### config.mk
export PLATFORM = sky130hd
export DESIGN_NAME = bomb_placer
export DESIGN_NICKNAME = d
export VERILOG_FILES = /design/src/rtl/bomb_placer.sv
export SDC_FILE = /design/constraint.sdc
export NUM_CORES = 1
export LEC_CHECK = 0
export BUFFER_PORTS_ARGS = -buffer_cell sky130_fd_sc_hd__buf_2
export CAP_MARGIN = 15
export CORE_MARGIN = 2
export CORE_UTILIZATION = 54
export CTS_CLUSTER_SIZE = 24
export DETAILED_ROUTE_END_ITERATION = 8
export GPL_TIMING_DRIVEN = 0
export HOLD_SLACK_MARGIN = 0.05
export PLACE_DENSITY = 0.84
export SLEW_MARGIN = 25
export SYNTH_ARGS = -nofsm -noshare
export SYNTH_HDL_FRONTEND = slang
export SYNTH_SLANG_ARGS = --single-unit
### constraint.sdc
create_clock -name clk -period 4.64 [get_ports clk]
set_input_delay 0.232 -clock clk [delete_from_list [all_inputs] [get_ports clk]]
set_output_delay 0.232 -clock clk [all_outputs]
set_load 0.02 [all_outputs]
### src/rtl/bomb_placer.sv
// bomb_placer: steps the LCG and marks NUM_BOMBS distinct cells, never the safe cell.
// state  | meaning
// IDLE   | waiting for start
// CLEAR  | wipe map, counters and err
// REQ    | change strobe high for one cycle
// WAIT   | generator output settling
// SAMPLE | accept or reject one draw
// FIN    | done pulse; err already set on abort
module bomb_placer #(
    parameter int GRID_CELLS = 64,
    parameter int IDX_W      = 6,
    parameter int NUM_BOMBS  = 10,
    parameter int MAX_DRAWS  = 1024
) (
    input  logic                  clk,
    input  logic                  rst,
    input  logic                  start,
    input  logic [IDX_W-1:0]      safe_idx,
    input  logic [7:0]            rand_in,
    output logic                  change,
    output logic                  busy,
    output logic                  done,
    output logic                  err,
    output logic                  wr_valid,
    output logic [IDX_W-1:0]      wr_idx,
    output logic [GRID_CELLS-1:0] bomb_map
);

    localparam logic [2:0] IDLE   = 3'd0;
    localparam logic [2:0] CLEAR  = 3'd1;
    localparam logic [2:0] REQ    = 3'd2;
    localparam logic [2:0] WAIT   = 3'd3;
    localparam logic [2:0] SAMPLE = 3'd4;
    localparam logic [2:0] FIN    = 3'd5;

    localparam int               CNT_W   = IDX_W + 1;
    localparam logic [CNT_W-1:0] NB_C    = CNT_W'(NUM_BOMBS);
    localparam logic [10:0]      MAX_C   = 11'(MAX_DRAWS);

    logic [2:0]            state_q, state_d;
    logic [IDX_W-1:0]      safe_q, safe_d;
    logic [CNT_W-1:0]      placed_q, placed_d;
    logic [10:0]           draws_q, draws_d;
    logic [GRID_CELLS-1:0] map_q, map_d;
    logic                  err_q, err_d;
    logic                  wr_valid_q, wr_valid_d;
    logic [IDX_W-1:0]      wr_idx_q, wr_idx_d;
    logic                  change_q, change_d;
    logic                  busy_q, busy_d;
    logic                  done_q, done_d;

    logic [IDX_W-1:0]      samp_idx;
    logic                  hit;
    logic                  unused_rand;

    // Only the low IDX_W bits form a full-period sequence mod GRID_CELLS.
    assign samp_idx    = rand_in[IDX_W-1:0];
    assign unused_rand = ^rand_in;
    assign hit         = (samp_idx == safe_q) || map_q[samp_idx];

    always_comb begin
        state_d    = state_q;
        safe_d     = safe_q;
        placed_d   = placed_q;
        draws_d    = draws_q;
        map_d      = map_q;
        err_d      = err_q;
        wr_valid_d = 1'b0;
        wr_idx_d   = wr_idx_q;
        case (state_q)
            IDLE: begin
                if (start) begin
                    safe_d  = safe_idx;
                    state_d = CLEAR;
                end
            end
            CLEAR: begin
                map_d    = '0;
                placed_d = '0;
                draws_d  = '0;
                err_d    = 1'b0;
                state_d  = REQ;
            end
            REQ:  state_d = WAIT;
            WAIT: state_d = SAMPLE;
            SAMPLE: begin
                draws_d = draws_q + 11'd1;
                if (!hit) begin
                    map_d[samp_idx] = 1'b1;
                    wr_valid_d      = 1'b1;
                    wr_idx_d        = samp_idx;
                    placed_d        = placed_q + CNT_W'(1);
                end
                // A final placement wins over an exhausted draw budget.
                if (placed_d == NB_C) begin
                    state_d = FIN;
                end else if (draws_d == MAX_C) begin
                    state_d = FIN;
                    err_d   = 1'b1;
                end else begin
                    state_d = REQ;
                end
            end
            FIN:     state_d = IDLE;
            default: state_d = IDLE;
        endcase
        change_d = (state_d == REQ);
        busy_d   = (state_d != IDLE);
        done_d   = (state_d == FIN);
    end

    always_ff @(posedge clk) begin
        if (rst) begin
            state_q    <= IDLE;
            safe_q     <= '0;
            placed_q   <= '0;
            draws_q    <= '0;
            map_q      <= '0;
            err_q      <= 1'b0;
            wr_valid_q <= 1'b0;
            wr_idx_q   <= '0;
            change_q   <= 1'b0;
            busy_q     <= 1'b0;
            done_q     <= 1'b0;
        end else begin
            state_q    <= state_d;
            safe_q     <= safe_d;
            placed_q   <= placed_d;
            draws_q    <= draws_d;
            map_q      <= map_d;
            err_q      <= err_d;
            wr_valid_q <= wr_valid_d;
            wr_idx_q   <= wr_idx_d;
            change_q   <= change_d;
            busy_q     <= busy_d;
            done_q     <= done_d;
        end
    end

    assign change   = change_q;
    assign busy     = busy_q;
    assign done     = done_q;
    assign err      = err_q;
    assign wr_valid = wr_valid_q;
    assign wr_idx   = wr_idx_q;
    assign bomb_map = map_q;

endmodule

==> results_dict.tcl <==
set metrics [dict create \
    area_growth_pct 16.76 \
    cp_slowest_cell "nor4_4" \
    cp.required_ns 4.92 \
    asyncSetResetFlopFracSynth_pct 0 \
    timing.final.crit_share_pct 60.29 \
    insertion_delay_ns 0.38 \
    worstPathArrival_ns 3.07 \
    post_dp_hpwl_um 8998 \
    timing.final.crit_period_ns 2.798 \
    tritoncts.num_buffers 9 \
    run_status "finished, final reports clean" \
    cts.path.max_buffers 2 \
    critical_path.max_fanout 9 \
    antenna_violating_nets_post_route 0 \
    initial_core_utilization_pct 55.51 \
    cts.sinks 102 \
    timing.final.max_slew_violations 0 \
    clock-skew-final_ns 0.01804 \
    drc 0 \
    synth_fp_nets 542 \
    clk_pin_slew_worst_paths_ns 0.11 \
    avgViaCountPerCell 6.014 \
    ys_warn_count 0 \
    power_density_over_the_cells_mw_per_mm2 304.7 \
    critical_path.cell_chain "mux4_2 > o21ai_0 > o211ai_1 > nor4_4 > nand3_1 > o21ai_0" \
    final_wl_um 12620 \
    drtIter0Drc 378 \
    grt_antenna_before_repair 0 \
    yosys.cell_types.count 53 \
    overall_die_height_um 95.67 \
    global_route.usage.total_pct 28.09 \
    antenna_cells_inserted 0 \
    grt_pass1_wl_um 19780 \
    worstMarginPinSlew_ns 0.8039 \
    synth.largest_area_cell "dfxtp_1" \
    path_delay_family "simple AND/OR/NAND/NOR gates" \
    routed_wire_length_per_instance_um 17.32 \
    cts-root-buf "clkbuf_8" \
    port_buffers 85 \
    htreeDepth 3 \
    syn-instance-count 523 \
    overflow 0 \
    report.final.hold_viol_count 0 \
    vdd.ir_drop.worst_mv 0.2101 \
    post-synth-top-area-fraction_pct 45.00 \
    path_buf_inv 0 \
    postCtsSetupRepairBufs 0 \
    ys_top_cells_by_area "dfxtp_1 45%, o21ai_0 8.3%, nand2_1 7.3%" \
    setup.worst_path.end_class "flop" \
    cts_tree "yes" \
    cap_violations 0 \
    power.static_leakage_nw 2.176 \
    x_dimension_of_the_die_um 95.67 \
    gp_routability_congestion 0.8884 \
    timing.max_slew.rel_slack_pct 45.73 \
    timing.fmax_ghz 0.3574 \
    finalNetCount 638 \
    timing.critical_path.slowest_cell_delay_ns 0.54 \
    floorplan.core_area_mm2 0.008175 \
    grt_start_max_net_pins 19 \
    cts_repair_resizes 0 \
    timing.final.setup_violations 0 \
    synth-seq-cells 102 \
    grt_setup_unrepaired "false" \
    core.rowCount 33 \
    kind_of_critical_path "flop to flop" \
    synth_edf_count 0 \
    number_of_hold_repair_buffers_added_at_the_cts_stage 0 \
    critPathMostFrequentCell "o21ai_0" \
    placed_cells 713 \
    final_critical_path_setup_slack_ns 1.842 \
    synthesis.area_per_instance_um2 8.677 \
    fin_tns_setup_ns 0 \
    top_flip_flop_cell_by_instance_count_after_synthesis "dfxtp_1" \
    critPathLaunchType "flop" \
    fraction_of_layout_instances_using_a_drive_strength_above_1_pct 21.31 \
    post_layout_nonfiller_instances 729 \
    boundary_pin_count 92 \
    die_area_mm2 0.009153 \
    detailedPlace.worstSlack_ns 1.579 \
    hold_crit_path_type "input port to flop" \
    grt_pass1_vias 4002 \
    syn_area_mm2 0.004538 \
    via_count 4384 \
    drt-pass1-iter-count 5 \
    synth.yosys.seq_area_share_pct 45.00 \
]
## final cells by class
| cell class | instances | area, um^2 |
|---|---|---|
| Clock inverter | 7 | 80.08 |
| Inverter | 3 | 11.26 |
| Timing Repair Buffer | 85 | 425.4 |
| Buffer | 35 | 156.4 |
| Clock buffer | 9 | 123.9 |
| Sequential cell | 102 | 2042 |
| Multi-Input combinational cell | 383 | 2328 |
| Fill cell | 693 | 2877 |
| Tap cell | 105 | 131.4 |
## power breakdown
group          switching, mW  internal (mW)  total, mW  leakage, nW
registers            0.00532          0.884      0.889        0.823
clock network          0.328          0.257      0.585        0.102
logic                 0.0972         0.0437      0.141         1.25
## registers in the layout (all words and copies together), names as in the netlist
name,cells
safe_q,6
wr_valid,1
wr_idx,6
change,1
bomb_map,64
placed_q,7
err,1
busy,1
done,1
state_q,3
draws_q,11
## metrics by stage
step | cell area [um^2] | power (mW) | util [%] | hold slack [ns]
final | 5299 | 1.615 | 64.81 | 0.08893
after global routing | 5299 | 1.669 | 64.81 | 0.1164
after CTS | 5299 | 1.611 | 64.81 | 0.09425
after detailed placement | 5095 | 1.047 | 62.32 | 0.4343
after global placement | 5095 | 1.043 | 62.32 | 0.4340
after floorplan | 4538 | 1.007 | - | 0.3794
## worst reg2reg max path, cell delays in order (launching register included)
cell,delay [ns]
dfxtp_1,0.34
mux4_2,0.47
o21ai_0,0.26
o211ai_1,0.24
nor4_4,0.54
nand3_1,0.50
o21ai_0,0.34
## cell usage after synthesis (2+ instances only)
library cell	n
a31oi_1	6
nand4_1	8
nor3_1	10
a221oi_1	2
nor3b_1	3
mux4_2	5
nor4_1	2
and3_1	8
nand3_4	2
inv_1	3
a221o_1	2
or3b_2	5
a32o_1	2
nand3b_1	8
mux2i_1	26
xor2_1	4
o21ai_0	75
nor2b_1	4
or4_1	2
buf_2	8
o21ai_1	2
a22o_1	2
buf_4	2
or3_1	3
mux2_2	7
nand2_1	88
nor2_1	41
a22oi_1	4
a21o_1	2
and2_1	8
a21oi_1	14
xnor2_1	3
o211ai_1	6
a311oi_1	5
nand3_1	6
dfxtp_1	102
ha_1	2
clkbuf_1	24
nand4b_1	2
nand2b_1	2
## kinds of logic after synthesis
group	Yosys count	share of synthesized area (%)
buf+inv	38	3.694
compound gates	131	17.09
fa+ha+maj	2	0.5513
mux	38	9.953
flops	102	45.00
simple gates	205	22.36
xor+xnor	7	1.351
## metal layers
layer | track usage, % | vias up | routed length [um]
li1 | - | 2062 | -
met1 | 38.19 | 2068 | 5282
met2 | 44.64 | 215 | 5864
met3 | 4.980 | 39 | 1166
met4 | 10.48 | 0 | 311
met5 | 0 | - | 0
## worst paths after layout
path                   to  cells past startpoint  slack [ns]         start
min             safe_q[1]                      3        0.09   safe_idx[1]
min reg2reg           err                      2        0.45           err
max reg2reg  bomb_map[33]                      6        1.84  bomb_map[54]
max          bomb_map[33]                      6        1.84  bomb_map[54]
## cells in the final DEF, fill, tap and decap left out, types with 6 or more instances in the layout
cell type	n
a21oi_1	14
clkbuf_1	24
and2_1	8
buf_2	93
o211ai_1	6
mux2_2	7
nand4_1	8
o21ai_0	75
nand3_1	6
nand3b_1	8
clkbuf_8	9
dfxtp_1	102
nor3_1	10
nor2_1	41
and3_1	8
nand2_1	88
mux2i_1	26
a31oi_1	6
Note: power is estimated with default switching activity, not from simulation.
